`src/rtl/priority_decoder.sv`:
```
// Priority decoder: buffers {nz, idx} requests in a 2-entry FIFO and
// presents the head as a one-hot vector, a thermometer mask and a
// running OR of every delivered one-hot result.
//
// Ports:
//   clk_i        clock, rising edge
//   rst_i        asynchronous active-high reset
//   in_valid_i   request present
//   in_ready_o   a request can be accepted this cycle
//   idx_i        index to decode (SIZE bits)
//   nz_i         index meaningful; 0 means "no bit set"
//   out_valid_o  decoded head entry present
//   out_ready_i  consumer takes the head entry this cycle
//   onehot_o     one-hot decode of the head entry
//   mask_o       thermometer of the head entry, bits [idx:0] set
//   accum_o      OR of all delivered one-hot results since last clear
//   clr_i        synchronous clear of accum_o
module priority_decoder #(
    parameter int SIZE = 5
) (
    input  logic                 clk_i,
    input  logic                 rst_i,
    input  logic                 in_valid_i,
    output logic                 in_ready_o,
    input  logic [SIZE-1:0]      idx_i,
    input  logic                 nz_i,
    output logic                 out_valid_o,
    input  logic                 out_ready_i,
    output logic [2**SIZE-1:0]   onehot_o,
    output logic [2**SIZE-1:0]   mask_o,
    output logic [2**SIZE-1:0]   accum_o,
    input  logic                 clr_i
);

    localparam int W = 2**SIZE;

    // Entry layout: {nz, idx}
    logic [1:0]    count_q, count_d;
    logic [SIZE:0] head_q, head_d;
    logic [SIZE:0] tail_q, tail_d;
    logic [W-1:0]  accum_q, accum_d;

    logic [SIZE:0] in_entry;
    logic          push;
    logic          pop;

    // Ready looks only at occupancy, never at out_ready_i.
    assign in_ready_o  = !rst_i && (count_q != 2'd2);
    assign out_valid_o = (count_q != 2'd0);
    assign in_entry    = {nz_i, idx_i};
    assign push        = in_valid_i && in_ready_o;
    assign pop         = out_valid_o && out_ready_i;
    assign accum_o     = accum_q;

    always_comb begin
        count_d = count_q;
        head_d  = head_q;
        tail_d  = tail_q;
        case ({push, pop})
            2'b10: begin
                if (count_q == 2'd0) begin
                    head_d = in_entry;
                end else begin
                    tail_d = in_entry;
                end
                count_d = count_q + 2'd1;
            end
            2'b01: begin
                head_d  = tail_q;
                count_d = count_q - 2'd1;
            end
            2'b11: begin
                // Push implies occupancy 1 here, so the new entry
                // replaces the departing head directly.
                head_d = in_entry;
            end
            default: begin
            end
        endcase
    end

    always_comb begin
        onehot_o = '0;
        mask_o   = '0;
        for (int i = 0; i < W; i++) begin
            if (out_valid_o && head_q[SIZE]) begin
                onehot_o[i] = (i[SIZE-1:0] == head_q[SIZE-1:0]);
                mask_o[i]   = (i[SIZE-1:0] <= head_q[SIZE-1:0]);
            end
        end
    end

    // A bit delivered on the same edge as a clear survives the clear.
    always_comb begin
        accum_d = (clr_i ? '0 : accum_q) | (pop ? onehot_o : '0);
    end

    always_ff @(posedge clk_i or posedge rst_i) begin
        if (rst_i) begin
            count_q <= 2'd0;
            head_q  <= '0;
            tail_q  <= '0;
            accum_q <= '0;
        end else begin
            count_q <= count_d;
            head_q  <= head_d;
            tail_q  <= tail_d;
            accum_q <= accum_d;
        end
    end

endmodule
```
`config.mk`:
```
export PLATFORM = sky130hd
export DESIGN_NAME = priority_decoder
export DESIGN_NICKNAME = d
export VERILOG_FILES = /design/src/rtl/priority_decoder.sv
export SDC_FILE = /design/constraint.sdc
export NUM_CORES = 1
export LEC_CHECK = 0
export ABC_CLOCK_PERIOD_IN_PS = 4430
export CAP_MARGIN = 20
export CORE_AREA = 5 5 80 82
export DETAILED_ROUTE_END_ITERATION = 10
export DIE_AREA = 0 0 85 87
export PLACE_DENSITY = 0.83
export SETUP_SLACK_MARGIN = 0.2
export SLEW_MARGIN = 20
export SYNTH_ARGS = -nofsm -noshare
export SYNTH_HDL_FRONTEND = slang
export SYNTH_SLANG_ARGS = --single-unit
```
`constraint.sdc`:
```
create_clock -name clk_i -period 4.43 [get_ports clk_i]
set_clock_uncertainty 0.1 [all_clocks]
set_input_delay 0.443 -clock clk_i [delete_from_list [all_inputs] [get_ports clk_i]]
set_output_delay 0.443 -clock clk_i [all_outputs]
set_load 0.005 [all_outputs]
```
==> Word level (Yosys, flattened, before mapping) <==
Index checks and enable logic that the tools add are counted.
{ "totals": {"reg_bits": 46, "in_bits": 11, "output_inout_bits": 98, "word_cells": 157} }
{ "op_classes": {"add_sub_neg": 2, "n_lt_le_gt_ge": 32, "eq_ne": 36, "mux": 69, "bitwise": 2, "n_reduce_logical": 12} }
{ "ops": {"columns": ["cell", "n"], "rows": [
  ["$eq A5 B5 Y1 const A", 16],
  ["$le A5 B5 Y1 const A", 16],
  ["$mux W1", 64],
  ["$mux W32", 2],
  ["$eq A4 B5 Y1 const A", 8],
  ["$le A4 B5 Y1 const A", 8],
  ["$or A32 B32 Y32", 1],
  ["$eq A3 B5 Y1 const A", 4],
  ["$le A3 B5 Y1 const A", 4],
  ["$pmux W6 S3", 1],
  ["$eq A2 B5 Y1 const A", 2],
  ["$le A1 B5 Y1 const A", 2],
  ["$le A2 B5 Y1 const A", 2],
  ["$mux W6", 1],
  ["$eq A1 B5 Y1 const A", 1],
  ["$logic_not A5 Y1", 1],
  ["$eq A2 B2 Y1 const B", 2],
  ["$logic_and A1 B1 Y1", 4],
  ["$ne A2 B2 Y1 const B", 2],
  ["$pmux W2 S2", 1],
  ["$reduce_and A2 Y1", 2],
  ["$reduce_bool A2 Y1", 2],
  ["$reduce_bool A3 Y1", 1],
  ["$add A2 B1 Y2 const B", 1],
  ["5 further kinds", 5]
]} }

==> Depth between registers and ports, before layout <==
{ "depth": {"word_depth": 6, "mapped_depth": 10, "depth_no_buf": 8} }

==> Least setup slack after synthesis <==
OpenSTA, ideal clock, no wires.
{ "synth_path": {"kind": "input -> register", "start": "input rst_i", "end": "register head_q[0]", "setup_time_ps": 125, "arrival_time_ps": 2077, "required_ps": 4205, "slack_ps": 2129, "cell_stages": 3, "n_path_buf": 0, "path_cell_list": "inv_1 a31oi_4 mux2_2"} }
{ "synth_via": {"elab_chain_cells": 6, "elab_cells_between_ends": 10, "cone_classes": "eq/ne: 4; mux: 1; reduce/logical: 5"} }
{ "synth_lines": {"columns": ["element", "line_no", "source"], "rows": [
  ["start: declaration", "22", "input logic rst_i,"],
  ["$logic_not A1 Y1 (no line) *", null, null],
  ["$logic_and A1 B1 Y1 *", "48", "assign in_ready_o = !rst_i && (count_q != 2'd2);"],
  ["$logic_and A1 B1 Y1 *", "51", "assign push = in_valid_i && in_ready_o;"],
  ["$eq A2 B2 Y1 / $eq A2 B1 Y1 (equally long branches)", "59", "case ({push, pop})"],
  ["$ne A2 B2 Y1 (no line) / $reduce_bool A3 Y1 (equally long branches)", null, null],
  ["$reduce_and A2 Y1 (no line)", null, null],
  ["end signal: assignment", "101", "head_q <= '0;"],
  ["end signal: assignment", "106", "head_q <= head_d;"],
  ["end: declaration", "39", "logic [SIZE:0] head_q, head_d;"]
]} }
Mark *: on every way between the ends. The rest lies on a longest branch, timed or not.
A chain may end at the register's enable or synchronous reset.

==> Final worst setup path <==
{ "layout_path": {"start": "register count_q[0]", "end": "output mask_o[13]"} }
{ "layout_via": {"elab_chain_cells": 3} }
{ "layout_lines": {"columns": ["element", "line_no", "source"], "rows": [
  ["start: declaration", "38", "logic [1:0] count_q, count_d;"],
  ["start signal: assignment", "105", "count_q <= count_d;"],
  ["$reduce_bool A2 Y1", "49", "assign out_valid_o = (count_q != 2'd0);"],
  ["$logic_and A1 B1 Y1", "86", "if (out_valid_o && head_q[SIZE]) begin"],
  ["$mux W1", "86", null],
  ["end: declaration", "30", "output logic [2**SIZE-1:0] mask_o,"]
]} }
Every way passes these cells.

==> flow_summary.json <==
{
  "run_status": "finished clean",
  "tritoncts": "done",
  "timing.slew.headroom_pct": 51.8,
  "synth_top_area_cell": "sky130_fd_sc_hd__dfrtp_1",
  "synth.ff_latch_count": 46,
  "post-cts-setup-buffers": 0,
  "instances_no_fill": 447,
  "report.final.slew_viol_count": 0,
  "antenna_violating_nets_post_route": 0,
  "type_of_the_tightest_min_delay_check": "flip-flop to flip-flop",
  "maxCapViolations": 0,
  "quantity_of_hold_fixing_buffers_added_after_cts": 0,
  "effective_utilization_at_floorplan_pct": 42.4,
  "timing.critical_path.arrival_ns": 2.72,
  "mappedNetlistNets": 286,
  "post_route_minimum_period_ns": 3.26,
  "detail_route.vias_per_cell": 5.13,
  "worstSetupPathType": "flip-flop to output pin",
  "cp_slowest_cell": "sky130_fd_sc_hd__o21ai_2",
  "grt_pass1_vias": 2362,
  "finalSetupViolCount": 0,
  "die_h_microns": 87,
  "synth.cell_area_sq_mm": 0.00241,
  "remaining_drc_errors": 0,
  "finalCoreUtilization_pct": 63.1,
  "wl_per_cell_microns": 16.6,
  "layout.filler_cells": 517,
  "yosysSeqAreaShare_pct": 47.8,
  "ctsHtreeMaxLevel": 2,
  "leading_cell_types_in_the_layout_fill_and_taps_excluded": "107 x sky130_fd_sc_hd__clkdlybuf4s50_1, 46 x sky130_fd_sc_hd__dfrtp_1, 43 x sky130_fd_sc_hd__nor2_1",
  "maximum_resistive_drop_on_vdd_mv": 0.462,
  "cp-start-kind": "flip-flop",
  "power_per_cell_area_mw_per_mm2": 537,
  "antenna_cells": 0,
  "finalHoldViolations": 0,
  "numPlacedInstances": 439,
  "grt_antenna_before_repair": 0,
  "drt-pass1-iter-count": 4,
  "synth_area_per_cell_sq_um": 8.81,
  "cts-root-to-sink-buffers": 2,
  "crit_fanout": 31,
  "first_pass_grt_wire_length_mm": 12.1,
  "place_congestion": 0.874,
  "timing.critical_path.cells": "o21ai_2, inv_2, nand2_2, o211ai_1, clkdlybuf4s50_1",
  "drt_wl_total_mm": 7.44,
  "fp.dieArea_sq_mm": 0.00740,
  "final_instance_area_sq_mm": 0.00358,
  "static-leakage-power_nw": 1.39,
  "count_of_flip_flops_with_a_built_in_enable_after_synthesis": 0,
  "grt_setup_unrepaired": "no",
  "yosysUniqueCellTypes": 35,
  "cts_made_buffers": 5,
  "critical_path.top_delay_family": "compound AO/OA/AOI/OAI gates",
  "setup.worst_path.end_class": "output pin",
  "worstMarginPinSlew_ns": 0.722,
  "clk_latency_ns": 0.29,
  "cp_slowest_stage_delay_ns": 0.60,
  "dieWidth_microns": 85,
  "synthFlopType": "sky130_fd_sc_hd__dfrtp_1",
  "post_cts.resized_instances": 0,
  "ports_placed_on_the_boundary": 109,
  "achievable-frequency_mhz": 307,
  "final_net_count": 384,
  "yosys.area.top_type_share_pct": 47.8,
  "worst_ep_required_time_ns": 3.89,
  "finalSetupTns_ns": 0,
  "netlist_top_cells_area": "sky130_fd_sc_hd__dfrtp_1 48%, sky130_fd_sc_hd__o22ai_1 7.0%, sky130_fd_sc_hd__nor2_1 6.7%, sky130_fd_sc_hd__mux2_2 6.6%, sky130_fd_sc_hd__inv_1 5.5%",
  "cp.buffers_inverters": 2,
  "placed_area_sq_mm": 0.00349,
  "gr-total-overflow": 0,
  "warnings_synthesis": 0,
  "post-route-period-util_pct": 73.6,
  "clock_sink_count": 46,
  "drive_gt1_share_pct": 9.41,
  "vias_after_detailed_routing": 2295,
  "cts_root_buffer": "sky130_fd_sc_hd__clkbuf_8",
  "async_reset_ff_share_pct": 100,
  "groute.usage.overall_pct": 20.6,
  "dr.first_iter.drc_count": 133,
  "dp.final_hpwl_mm": 5.50,
  "final_common_cell": "sky130_fd_sc_hd__clkdlybuf4s50_1",
  "clk_transition_reported_paths_ns": 0.08,
  "area_growth_syn_to_layout_pct": 48.8,
  "grt_max_degree": 48,
  "num_rows": 28,
  "coreArea_sq_mm": 0.00568,
  "synthCells": 273,
  "numPortBuffers": 108
}
[worst min-delay path: cells and delay by family, from the launching register on]
kind	cells	cell delay [ns]
compound gates	1	0.06
simple gates	1	0.06
flops	1	0.35
[power breakdown]
| group | total (W) | internal [W] | leakage (nW) | switching, W |
|---|---|---|---|---|
| Clock | 0.000261 | 0.000126 | 0.0482 | 0.000135 |
| Sequential | 0.000629 | 0.000505 | 0.612 | 0.000124 |
| Combinational | 0.00103 | 0.000496 | 0.733 | 0.000536 |
[flip-flops by register name (all words and copies together) (netlist names)]
name,flops
accum_o,32
head_q,6
count_q,2
tail_q,6
[Yosys cell counts (3+ instances only)]
cell,instances
sky130_fd_sc_hd__dfrtp_1,46
sky130_fd_sc_hd__and2_1,3
sky130_fd_sc_hd__inv_1,35
sky130_fd_sc_hd__mux2_2,14
sky130_fd_sc_hd__nor2_1,43
sky130_fd_sc_hd__inv_2,3
sky130_fd_sc_hd__mux2i_1,4
sky130_fd_sc_hd__nand2_1,26
sky130_fd_sc_hd__o32ai_1,4
sky130_fd_sc_hd__nor3_1,3
sky130_fd_sc_hd__nand3_1,3
sky130_fd_sc_hd__buf_2,7
sky130_fd_sc_hd__a21oi_1,18
sky130_fd_sc_hd__o22ai_1,27
sky130_fd_sc_hd__clkbuf_1,8
sky130_fd_sc_hd__nor2b_1,4
[path summary, 6_finish.rpt]
| check | startpoint | to | slack [ns] | cells after the start |
|---|---|---|---|---|
| setup reg to reg | count_q[0] | accum_o[28] | 2.23 | 4 |
| hold / removal | accum_o[31] | accum_o[31] | 0.40 | 2 |
| min in group asynchronous | rst_i | count_q[0] | 0.54 | 3 |
| max in group asynchronous | rst_i | accum_o[13] | 3.27 | 3 |
| hold reg to reg | accum_o[31] | accum_o[31] | 0.40 | 2 |
| setup / recovery | count_q[0] | mask_o[13] | 1.17 | 5 |
[routing by layer]
metal	global-route usage [%]	up-vias	wire, microns
met5	0	-	0
met4	5.04	0	86
met3	5.96	8	554
met2	34.7	93	3560
met1	26.2	1099	3240
li1	-	1095	-
[per-stage QoR]
| step | hold WS, ns | worst slack [ns] | power (W) |
|---|---|---|---|
| final | 0.401 | 1.17 | 0.00192 |
| after global routing | 0.427 | 1.00 | 0.00206 |
| after CTS | 0.410 | 1.16 | 0.00193 |
| after detailed placement | 0.390 | 1.51 | 0.00166 |
| after global placement | 0.374 | 1.63 | 0.00164 |
| after floorplan | 0.374 | 2.13 | 0.00118 |
[kinds of logic (layout without fill, tap and decap cells)]
group,Yosys count,after routing,synth area share [%]
compound gates,56,56,14.8
xor+xnor,3,3,1.09
fa+ha+maj,2,2,1.04
buf+inv,57,156,10.0
flops,46,46,47.8
mux,18,18,8.22
simple gates,91,91,17.0
[final cells by class]
type                    count  area (sq um)  area share (%)
repair buffers            109          1080            30.3
clock inverters             1          5.00           0.140
inverters                  39           146            4.09
well taps                  75          93.8            2.62
multi-input cells         170          1010            28.3
clock buffers               7          86.3            2.41
flip-flops and latches     46          1150            32.2
(Power assumes the default switching activity.)
==> edit: new RTL, same flow settings <==
Change the parameter `SIZE` from 5 to 4.
--- a/src/rtl/priority_decoder.sv
+++ b/src/rtl/priority_decoder.sv
@@ -16,7 +16,7 @@
 //   accum_o      OR of all delivered one-hot results since last clear
 //   clr_i        synchronous clear of accum_o
 module priority_decoder #(
-    parameter int SIZE = 5
+    parameter int SIZE = 4
 ) (
     input  logic                 clk_i,
     input  logic                 rst_i,
Ports: changed (resized accum_o, idx_i, mask_o and onehot_o); port bits go from 109 to 60. No check against the original RTL was run, so the function may have changed too.
==> edit against the original RTL <==
- sequential share of layout area increased by 0.083 points
- critical path type unchanged
- global-route usage decreased by 9.3 points
- largest cell class unchanged
- critical endpoint is now onehot_o[4]
- design area decreased by 39%
- sequential cell count decreased by 18
- core utilization decreased by 25 points
- routed wire length decreased by 44%
- power decreased by 35%
- setup slack improved by 530 ps
- die area unchanged
- clock power decreased by 23%
- first-iteration DRC count decreased by 27%
- area after synthesis decreased by 39%
- worst hold slack got worse by 8.0 ps
==> edit: results (changes against the original RTL) <==
| Metric | Value |
|---|---|
| Vias in the first global route | 1284 (was 2362) |
| Yosys cell types | 32 (was 35) |
| R2R depth | 7 (was 4) |
| Via density | 4.63 (was 5.13) |
| P_leak | 0.895 nW (was 1.39 nW) |
| Hold depth | 1 (was 2) |
| Worst Path Max Fanout | 8 (was 31) |
| Final std cells w/o fill | 273 (was 447) |
| Worst slew pin tran | 461 ps (was 722 ps) |
| Inst Count DP | 269 (was 439) |
| Max FFs per register | 16 (was 32) |
| RD Place Congestion | 0.786 (was 0.874) |
| Port bufs | 59 (was 108) |
| Peak supply drop | 0.239 mV (was 0.462 mV) |
| H-tree depth | 1 (was 2) |
| Largest net degree at the start of global routing | 30 (was 48) |
| Register area share after synthesis | 47.9% (was 47.8%) |
| Clock network power | 0.000200 W (was 0.000261 W) |
| Post-DP Area | 0.00210 sq mm (was 0.00349 sq mm) |
| Total GRT Usage | 11.3% (was 20.6%) |
| Share of cells above drive strength 1 | 13.1% (was 9.41%) |
| Mapped Cells | 144 (was 273) |
| Comb pwr | 0.000622 W (was 0.00103 W) |
| Nets | 211 (was 384) |
| Clk Latency, worst-skew pair | 270 ps (was 290 ps) |
| Hold Startpoint | accum_o[12]$_DFF_PP0_ (was accum_o[31]$_DFF_PP0_) |
| CTS Buf Count | 3 (was 5) |
| Synth top area cells | dfrtp_1, mux2_2, o2bb2ai_1 (was dfrtp_1, o22ai_1, nor2_1) |
| FF-to-FF End | head_q[4]$_DFFE_PP0P_ (was accum_o[28]$_DFF_PP0_) |
| Worst reg-to-reg setup slack | 2340 ps (was 2230 ps) |
| Worst path max stage delay | 530 ps (was 600 ps) |
| Largest delay share family, worst path | buffers and inverters (was compound AO/OA/AOI/OAI gates) |
| Global-route wire length before repair | 6.64 mm (was 12.1 mm) |
| Psw | 0.000482 W (was 0.000795 W) |
| Hold slack | 393 ps (was 401 ps) |
| Arr. time, crit path | 2190 ps (was 2720 ps) |
| Worst Hold Endpoint | accum_o[12]$_DFF_PP0_ (was accum_o[31]$_DFF_PP0_) |
| Status | finished clean (unchanged) |
| Max stage delay cell, worst path | clkdlybuf4s50_1 (was o21ai_2) |
| Combinational group share of total power | 49.6% (was 53.7%) |
| Top cells by count, synth | dfrtp_1, nor2_1, o2bb2ai_1, mux2_2, inv_1 (was dfrtp_1, nor2_1, inv_1, o22ai_1, nand2_1) |
| Starting DRT DRC Count | 97 (was 133) |
==> edit: cell count changes after synthesis, moves of 5 or more <==
cell,change
a21oi_1,-11
buf_2,-5
dfrtp_1,-18
inv_1,-27
nand2_1,-20
nor2_1,-17
o22ai_1,-27
o2bb2ai_1,+12
==> edit: how the worst max path moves through the flow <==
stage                           start  slack (ps)  depth (start not counted)                    end
6_report       count_q[0]$_DFFE_PP0P_        1700                          7            onehot_o[4]
5_1_grt        count_q[0]$_DFFE_PP0P_        1560                          7             mask_o[15]
4_1_cts        count_q[0]$_DFFE_PP0P_        1740                          7            onehot_o[4]
3_5_place_dp              out_ready_i        2020                          6  head_q[2]$_DFFE_PP0P_
3_3_place_gp              out_ready_i        2040                          6  head_q[2]$_DFFE_PP0P_
2_1_floorplan  count_q[1]$_DFFE_PP0P_        2460                          8  head_q[1]$_DFFE_PP0P_
==> edit: kinds of logic (layout without fill, tap and decap cells) <==
family	after synthesis	count (layout)	synth area share [%]
mux	15	15	11.2
fa+ha+maj	2	2	1.71
buf+inv	21	75	6.51
compound gates	26	26	15.0
simple gates	49	49	15.8
xor+xnor	3	3	1.80
flops	28	28	47.9
==> edit: layout make-up <==
| type | instances | area (sq um) |
|---|---|---|
| clock buffers | 3 | 41.3 |
| clock inverters | 1 | 30.0 |
| fillers | 568 | 3500 |
| inverters | 11 | 43.8 |
| multi-input cells | 95 | 666 |
| flip-flops and latches | 28 | 701 |
| well taps | 75 | 93.8 |
| repair buffers | 60 | 598 |
==> edit: routing by layer <==
layer,GRT usage (%),up-vias,part of all wire (%)
li1,-,602,-
met1,15.5,608,47
met2,17.4,49,45
met3,3.12,6,6.8
met4,3.45,0,1.2
met5,0,-,0
